## config.mk

```make
export PLATFORM = sky130hd
export DESIGN_NAME = mod_mul_issuer
export DESIGN_NICKNAME = d
export VERILOG_FILES = /design/src/rtl/mod_pkg.sv /design/src/rtl/mod_cond_sub.sv /design/src/rtl/mod_mul_issuer.sv
export SDC_FILE = /design/constraint.sdc
export NUM_CORES = 2
export LEC_CHECK = 0
export BUFFER_PORTS_ARGS = -buffer_cell sky130_fd_sc_hd__buf_2
export CAP_MARGIN = 20
export CORE_ASPECT_RATIO = 1.2
export CORE_MARGIN = 3
export CORE_UTILIZATION = 55
export DETAILED_ROUTE_END_ITERATION = 10
export HOLD_SLACK_MARGIN = 0.05
export PLACE_DENSITY = 0.73
export SYNTH_ARGS = -nofsm -noshare
export SYNTH_HDL_FRONTEND = slang
export SYNTH_SLANG_ARGS = --single-unit
```

## constraint.sdc

```tcl
create_clock -name clk -period 8.8 [get_ports clk]
set_input_delay 1.32 -clock clk [delete_from_list [all_inputs] [get_ports clk]]
set_output_delay 1.32 -clock clk [all_outputs]
set_load 0.01 [all_outputs]
```

## src/rtl/mod_pkg.sv

```systemverilog
// Shared constants and state type for the modular arithmetic blocks (Q = 8380417).
package mod_pkg;

    localparam int unsigned MOD_Q  = 8380417;
    localparam int unsigned MOD_QW = 23;
    localparam int unsigned MOD_PW = 48;

    typedef enum logic [2:0] {
        IDLE,
        MUL,
        ISSUE,
        WAIT,
        HOLD
    } state_t;

endpackage

```

## src/rtl/mod_cond_sub.sv

```systemverilog
// Final conditional subtraction: folds a residue in [0, 2^QW) with r < 2Q back into [0, Q).
module mod_cond_sub
    import mod_pkg::*;
#(
    parameter int unsigned QW = MOD_QW,
    parameter int unsigned Q  = MOD_Q
) (
    input  logic [QW-1:0] r,
    output logic [QW-1:0] y_c
);

    assign y_c = (r >= QW'(Q)) ? r - QW'(Q) : r;

endmodule

```

## src/rtl/mod_mul_issuer.sv

```systemverilog
// Operand front end: multiplies an accepted pair, hands the product to the reducer,
// finishes the reduction and returns the residue downstream; watchdog on the reducer.
module mod_mul_issuer
    import mod_pkg::*;
#(
    parameter int unsigned Q       = MOD_Q,
    parameter int unsigned QW      = MOD_QW,
    parameter int unsigned PW      = MOD_PW,
    parameter int unsigned TIMEOUT = 64
) (
    input  logic          clk,
    input  logic          rst_n,
    input  logic          in_valid,
    output logic          in_ready,
    input  logic [QW-1:0] a,
    input  logic [QW-1:0] b,
    output logic          out_valid,
    input  logic          out_ready,
    output logic [QW-1:0] out_data,
    output logic          red_start,
    output logic [PW-1:0] red_data_in,
    input  logic          red_done,
    input  logic [QW-1:0] red_data_out,
    output logic          range_err,
    output logic          timeout_err
);

    localparam int unsigned MW = 2 * QW;
    localparam int unsigned CW = $clog2(TIMEOUT + 1);

    state_t        state;
    state_t        state_nxt;
    logic [QW-1:0] a_q;
    logic [QW-1:0] a_nxt;
    logic [QW-1:0] b_q;
    logic [QW-1:0] b_nxt;
    logic [PW-1:0] prod_nxt;
    logic [CW-1:0] cnt_q;
    logic [CW-1:0] cnt_nxt;
    logic [QW-1:0] out_data_nxt;
    logic          range_err_nxt;
    logic          timeout_err_nxt;
    logic          in_ready_nxt;
    logic          out_valid_nxt;
    logic          red_start_nxt;
    logic [MW-1:0] mul_c;
    logic [QW-1:0] red_sub_c;

    assign mul_c = MW'(a_q) * MW'(b_q);

    mod_cond_sub #(
        .QW (QW),
        .Q  (Q)
    ) u_cond_sub (
        .r   (red_data_out),
        .y_c (red_sub_c)
    );

    // Next-state and next-output logic; all outputs are registered from these.
    always_comb begin
        state_nxt       = state;
        a_nxt           = a_q;
        b_nxt           = b_q;
        prod_nxt        = red_data_in;
        cnt_nxt         = cnt_q;
        out_data_nxt    = out_data;
        range_err_nxt   = range_err;
        timeout_err_nxt = timeout_err;

        case (state)
            IDLE: begin
                if (in_valid && in_ready) begin
                    a_nxt         = a;
                    b_nxt         = b;
                    range_err_nxt = range_err | (a >= QW'(Q)) | (b >= QW'(Q));
                    state_nxt     = MUL;
                end
            end
            MUL: begin
                prod_nxt  = PW'(mul_c);
                state_nxt = ISSUE;
            end
            ISSUE: begin
                cnt_nxt   = '0;
                state_nxt = WAIT;
            end
            WAIT: begin
                // A done arriving on the expiry cycle still wins over the watchdog.
                if (red_done) begin
                    out_data_nxt = red_sub_c;
                    state_nxt    = HOLD;
                end else if (cnt_q == CW'(TIMEOUT - 1)) begin
                    timeout_err_nxt = 1'b1;
                    state_nxt       = IDLE;
                end else begin
                    cnt_nxt = cnt_q + CW'(1);
                end
            end
            HOLD: begin
                if (out_valid && out_ready) begin
                    state_nxt = IDLE;
                end
            end
            default: begin
                state_nxt = IDLE;
            end
        endcase

        in_ready_nxt  = (state_nxt == IDLE);
        red_start_nxt = (state_nxt == ISSUE);
        out_valid_nxt = (state_nxt == HOLD);
    end

    // State and output registers.
    always_ff @(posedge clk) begin
        if (!rst_n) begin
            state       <= IDLE;
            a_q         <= '0;
            b_q         <= '0;
            red_data_in <= '0;
            cnt_q       <= '0;
            out_data    <= '0;
            range_err   <= 1'b0;
            timeout_err <= 1'b0;
            in_ready    <= 1'b0;
            red_start   <= 1'b0;
            out_valid   <= 1'b0;
        end else begin
            state       <= state_nxt;
            a_q         <= a_nxt;
            b_q         <= b_nxt;
            red_data_in <= prod_nxt;
            cnt_q       <= cnt_nxt;
            out_data    <= out_data_nxt;
            range_err   <= range_err_nxt;
            timeout_err <= timeout_err_nxt;
            in_ready    <= in_ready_nxt;
            red_start   <= red_start_nxt;
            out_valid   <= out_valid_nxt;
        end
    end

endmodule

```

Word level (Yosys, flattened, before mapping)
Index checks and enable logic that the tools add are counted.
Widths: inputs -> output; s select.
{"block": "op_classes", "n_addsub": 2, "mul": 1, "magnitude_cmp": 3, "eq_ne": 9, "muxes": 9, "n_bitwise": 3, "n_reduce_logical": 9}
{"op": "$ge 23x23->1 const B", "n": 3}
{"op": "$mul 23x23->46", "n": 1}
{"op": "$mux 23", "n": 1}
{"op": "$sub 23x23->23 const B", "n": 1}
{"op": "$pmux 3 s5", "n": 1}
{"op": "$mux 7", "n": 2}
{"op": "$pmux 7 s2", "n": 1}
{"op": "$mux 3", "n": 4}
{"op": "$eq 3x2->1 const B", "n": 3}
{"op": "$add 7x1->7 const B", "n": 1}
{"op": "$eq 7x6->1 const B", "n": 1}
{"op": "$eq 3x3->1 const B", "n": 2}
{"op": "$logic_not 3->1", "n": 2}
{"op": "$reduce_and 3->1", "n": 2}
{"op": "$ne 2x2->1 const B", "n": 2}
{"op": "$reduce_and 2->1", "n": 2}
{"op": "$eq 3x1->1 const B", "n": 1}
{"op": "$logic_and 1x1->1", "n": 2}
{"op": "$or 1x1->1", "n": 2}
{"op": "$reduce_bool 2->1", "n": 1}
{"op": "$not 1->1", "n": 1}
{"block": "word_totals", "regBits": 130, "input_bits": 74, "elab_cells": 47}

Logic depth before layout (Yosys ltp)
{"block": "depth", "word_depth": 5, "depth_mapped": 26, "mapped_depth_nobuf": 25}

By module
Synthesis repeated with hierarchy kept, for this count alone.
{"block": "unflattened", "cells_unflattened": 2686, "area_unflattened_um2": 23019.6}
{"module": "mod_mul_issuer", "n_inst": 1, "cells_each": 2613, "area_each_um2": 22504.1}
{"module": "mod_cond_sub", "n_inst": 1, "cells_each": 73, "area_each_um2": 515.5}

Least setup slack after synthesis
OpenSTA, ideal clock, no wires.
{"block": "synth_timing", "kind": "register -> register", "startpoint": "register b_q[8]", "endpoint": "register red_data_in[45]", "setup_time_ps": 121, "t_arrival_ps": 6483, "required_ps": 8679, "slack_ps": 2196, "path_stages_with_launch": 26, "n_path_buf": 2, "synth_period_minus_slack_ps": 6604, "cell_sequence": "dfxtp_1 clkbuf_1 nand2_1 fa_1 inv_1 fa_1 inv_1 fa_1 inv_1 fa_1 fa_1 fa_1 inv_1 fa_1 inv_1 ha_1 clkbuf_1 a21oi_1 o21ai_1 or3_1 a31oi_1 a21oi_1 a211o_1 o41ai_2 xnor2_1 o21ai_1"}
{"block": "synth_between", "elab_chain_cells": 1}
{"element": "start: declaration", "line_no": "mod_mul_issuer.sv:35", "text": "logic [QW-1:0] b_q;"}
{"element": "start signal: assignment", "line_no": "mod_mul_issuer.sv:131", "text": "b_q <= b_nxt;"}
{"element": "$mul 23x23->46", "line_no": "mod_mul_issuer.sv:49", "text": "assign mul_c = MW'(a_q) * MW'(b_q);"}
{"element": "end signal: assignment", "line_no": "mod_mul_issuer.sv:132", "text": "red_data_in <= prod_nxt;"}
{"element": "end: declaration", "line_no": "mod_mul_issuer.sv:21", "text": "output logic [PW-1:0] red_data_in,"}
No other way between the ends.
A chain may end at the register's enable or synchronous reset.

Worst setup path in the final report
{"block": "layout_timing", "startpoint": "register b_q[2]", "endpoint": "register red_data_in[45]"}
Same word-level chain as after synthesis.

==> metrics.md <==
| Metric | Value |
|---|---|
| Ant diodes | 0 |
| Die Wd | 190.4 um |
| Final WS setup | 1224 ps |
| Largest net degree at the start of global routing | 80 |
| Die area | 43,270 um^2 |
| Post_cts resized | 0 |
| DP Wirelength | 47,250 um |
| Min-delay src | red_data_in[10] |
| Area of the mapped netlist | 22,440 um^2 |
| Setup-failing EPs final | 0 |
| Slew HR | 0.2359 |
| R2r worst-path depth | 23 |
| Number of buffers created by CTS | 17 |
| Fin crit share | 0.8609 |
| Clk_lat worst skew | 450 ps |
| Grt ovf | 0 |
| Area growth, synth to finish | 7.387% |
| Placer Congestion | 0.9237 |
| Worst-path fanout max | 24 |
| Reg-to-Reg Start | b_q[2] |
| Status | complete, no violations |
| Yosys warnings | 0 |
| Hold Path End | red_data_in[10] |
| CP arrival | 7910 ps |
| Worst slew pin tran | 1145 ps |
| Fin. Hold Viols | 0 |
| Clock Path Buffers | 2 |
| Post-DP Area | 23,510 um^2 |
| Avg Cell Area, Syn | 8.602 um^2 |
| Post-Route WL | 58,900 um |
| FF-to-FF End | red_data_in[45] |
| Final instance area | 24,100 um^2 |
| Asr flop ratio synth | 0 |
| Lkg Pwr | 11.88 nW |
| Hold Path Class | register to register |
| Initial Util | 0.5605 |
| Maxcap violations | 0 |
| Die height | 227.3 um |
| Detailed Route Iter0 Violations | 1,248 |
| Final Net Count | 3,345 |
| Max incr delay on CP | 940 ps |
| Total GRT Usage | 0.2880 |
| Worst VDD drop | 174.8 uV |
| CTS tree | built |
| Unrepaired setup endpoints after global routing | no |
| DRC | 0 |
| Layout cells sized above 1 | 0.08124 |
| WP data required | 9130 ps |
| Clock root buffer | clkbuf_16 |
| Wire per inst | 18.38 um |
| Max Slew Vio Count | 0 |
| Peak Freq | 132.0 MHz |
| Via count of the routed design | 17,736 |
| Synth Register Bits | 130 |
| Filler instances | 3,526 |
| Worst clock skew | 21.39 ps |
| Antenna violations before repair | 0 |
| Vias in the first global route | 19,096 |
| Setup Total Neg Slack | 0 ps |
| CP cell instances | nand2_1 > fa_1 > fa_1 > fa_1 > inv_1 > fa_1 > inv_1 > fa_1 > inv_1 > fa_1 > inv_1 > fa_1 > inv_1 > ha_1 > and2_1 > nand3_1 > o221ai_1 > o211ai_1 > a21oi_1 > a211o_1 > o41ai_2 > xnor2_1 > o21ai_1 |
| Hold Buf Count CTS | 0 |
| DRT Pass-1 Iters | 6 |
| Clk sinks | 130 |
| Startpoint types | register |
| IO Port Bufs | 147 |
| Area fraction of the dominant cell type after synthesis | 0.3907 |
| Commonest register cell after synthesis | dfxtp_1 |
| First-pass GRT wire length | 98,420 um |
| Critical path capture point type | register |
| Worst-path clk slew | 70 ps |
| Reg2reg setup slack | 1220 ps |
| Netlist cell types | 59 |
| Crit-path leading delay family | adder cells |
| CP max-delay cell | dfxtp_1 |
| DRT antenna net count | 0 |
| Largest area contributor in the netlist | fa_1 |
| EDFF count, synth | 0 |
| Top-count cell post-synth | nand2_1 |
| Drt via density | 5.536 |
| Seq/Total Area, Yosys | 0.1160 |
| Synthesized instance count | 2,609 |
| Final min period | 7576 ps |
| Buf/Inv on CP | 5 |
| Core Rows | 80 |
| Worst path most repeated cell | fa_1 |
| Post-Place Setup Slack | 1358 ps |
| Worst hold path depth | 2 |
| Synth top area cells | fa_1 39%, dfxtp_1 12%, ha_1 9.8%, nand2_1 8.4%, inv_1 8.3% |
| Commonest cells post-synth | 504 x nand2_1, 495 x inv_1, 438 x fa_1 |
| Worst setup path class | register to register |
| H-tree Lvls | 4 |
| Post-CTS setup buffer count | 0 |
| Power Density | 79.62 nW/um^2 |
| # IOs | 150 |
| CP startpoint | b_q[2] |
| Core area | 40,040 um^2 |
==> kinds of logic (layout without fill, tap and decap cells) <==
| family | after synthesis | after routing | share of synthesized area |
|---|---|---|---|
| flops | 130 | 130 | 0.1160 |
| xor+xnor | 49 | 49 | 0.01912 |
| compound gates | 277 | 277 | 0.08123 |
| simple gates | 899 | 899 | 0.1872 |
| buf+inv | 640 | 701 | 0.1081 |
| fa+ha+maj | 613 | 613 | 0.4883 |
| other cells | 1 | 2 | 0.0001671 |
==> routing by layer <==
layer	up-vias	wire (um)	track usage
met5	-	0	0
met4	0	1648	0.09022
met3	114	5339	0.06576
met2	747	28680	0.4836
met1	8888	23230	0.3749
li1	7987	-	-
==> where the power goes <==
group / internal, W / switching, W
Clock: 0.000431 / 0.000318
Sequential: 0.000613 / 0.000110
Combinational: 0.000159 / 0.000287
Total: 0.00120 / 0.000716
==> flip-flops by register name, summed over array words and instances (netlist names) <==
name / flops
a_q: 23
b_q: 23
cnt_q: 7
in_ready: 1
out_data: 23
out_valid: 1
range_err: 1
red_data_in: 46
red_start: 1
state: 3
timeout_err: 1
==> cell usage in the layout, fill, tap and decap left out, types with 6 or more instances in the layout <==
master / Yosys / routed
a211oi_1: 7 / 7
a21boi_0: 44 / 44
a21o_1: 26 / 26
a21oi_1: 90 / 90
a22oi_1: 11 / 11
a31oi_1: 10 / 10
and2_1: 232 / 232
and3_1: 8 / 8
buf_2: 1 / 147
buf_4: 2 / 25
clkbuf_16: 0 / 17
dfxtp_1: 130 / 130
fa_1: 438 / 438
ha_1: 175 / 175
inv_1: 495 / 495
nand2_1: 504 / 504
nand3_1: 30 / 30
nand4_1: 21 / 21
nor2_1: 49 / 48
nor2b_1: 9 / 9
nor3_1: 14 / 14
nor4_1: 9 / 9
o211a_1: 7 / 7
o21a_1: 7 / 7
o21ai_0: 19 / 19
o21ai_1: 19 / 19
o21bai_1: 6 / 6
or3_1: 10 / 10
xnor2_1: 31 / 31
xor2_1: 18 / 18
==> layout make-up <==
class,instances,area [um^2],share of cell area
flip-flops and latches,130,2603,0.1080
inverters,496,1862,0.07725
well taps,533,666.9,0.02767
multi-input cells,1840,17430,0.7232
clock inverters,13,152.6,0.006334
repair buffers,173,943.4,0.03914
clock buffers,19,442.9,0.01838
==> worst reg2reg max path: cells and delay by family (launching register included) <==
kind | cells | cell delay (ps)
xor+xnor | 1 | 160
fa+ha+maj | 8 | 3960
flops | 1 | 940
compound gates | 6 | 1610
buf+inv | 5 | 260
simple gates | 3 | 530
==> how the worst max path moves through the flow <==
stage	end	cells past startpoint
after global placement	red_data_in[40]	21
final	red_data_in[45]	23
after CTS	red_data_in[45]	24
after global routing	red_data_in[40]	23
after detailed placement	red_data_in[45]	24
after floorplan	red_data_in[45]	25
==> per-stage QoR <==
stage	util	instances	power, W	hold WS, ps
2_1_floorplan	-	2610	0.0009801	449.3
3_3_place_gp	0.5866	3171	0.001159	437.0
3_5_place_dp	0.5871	3172	0.001168	442.6
4_1_cts	0.6019	3204	0.001917	456.3
5_1_grt	0.6019	3204	0.002004	479.5
6_report	0.6019	3204	0.001919	450.6
No activity file was read; power rests on OpenSTA's default activity.
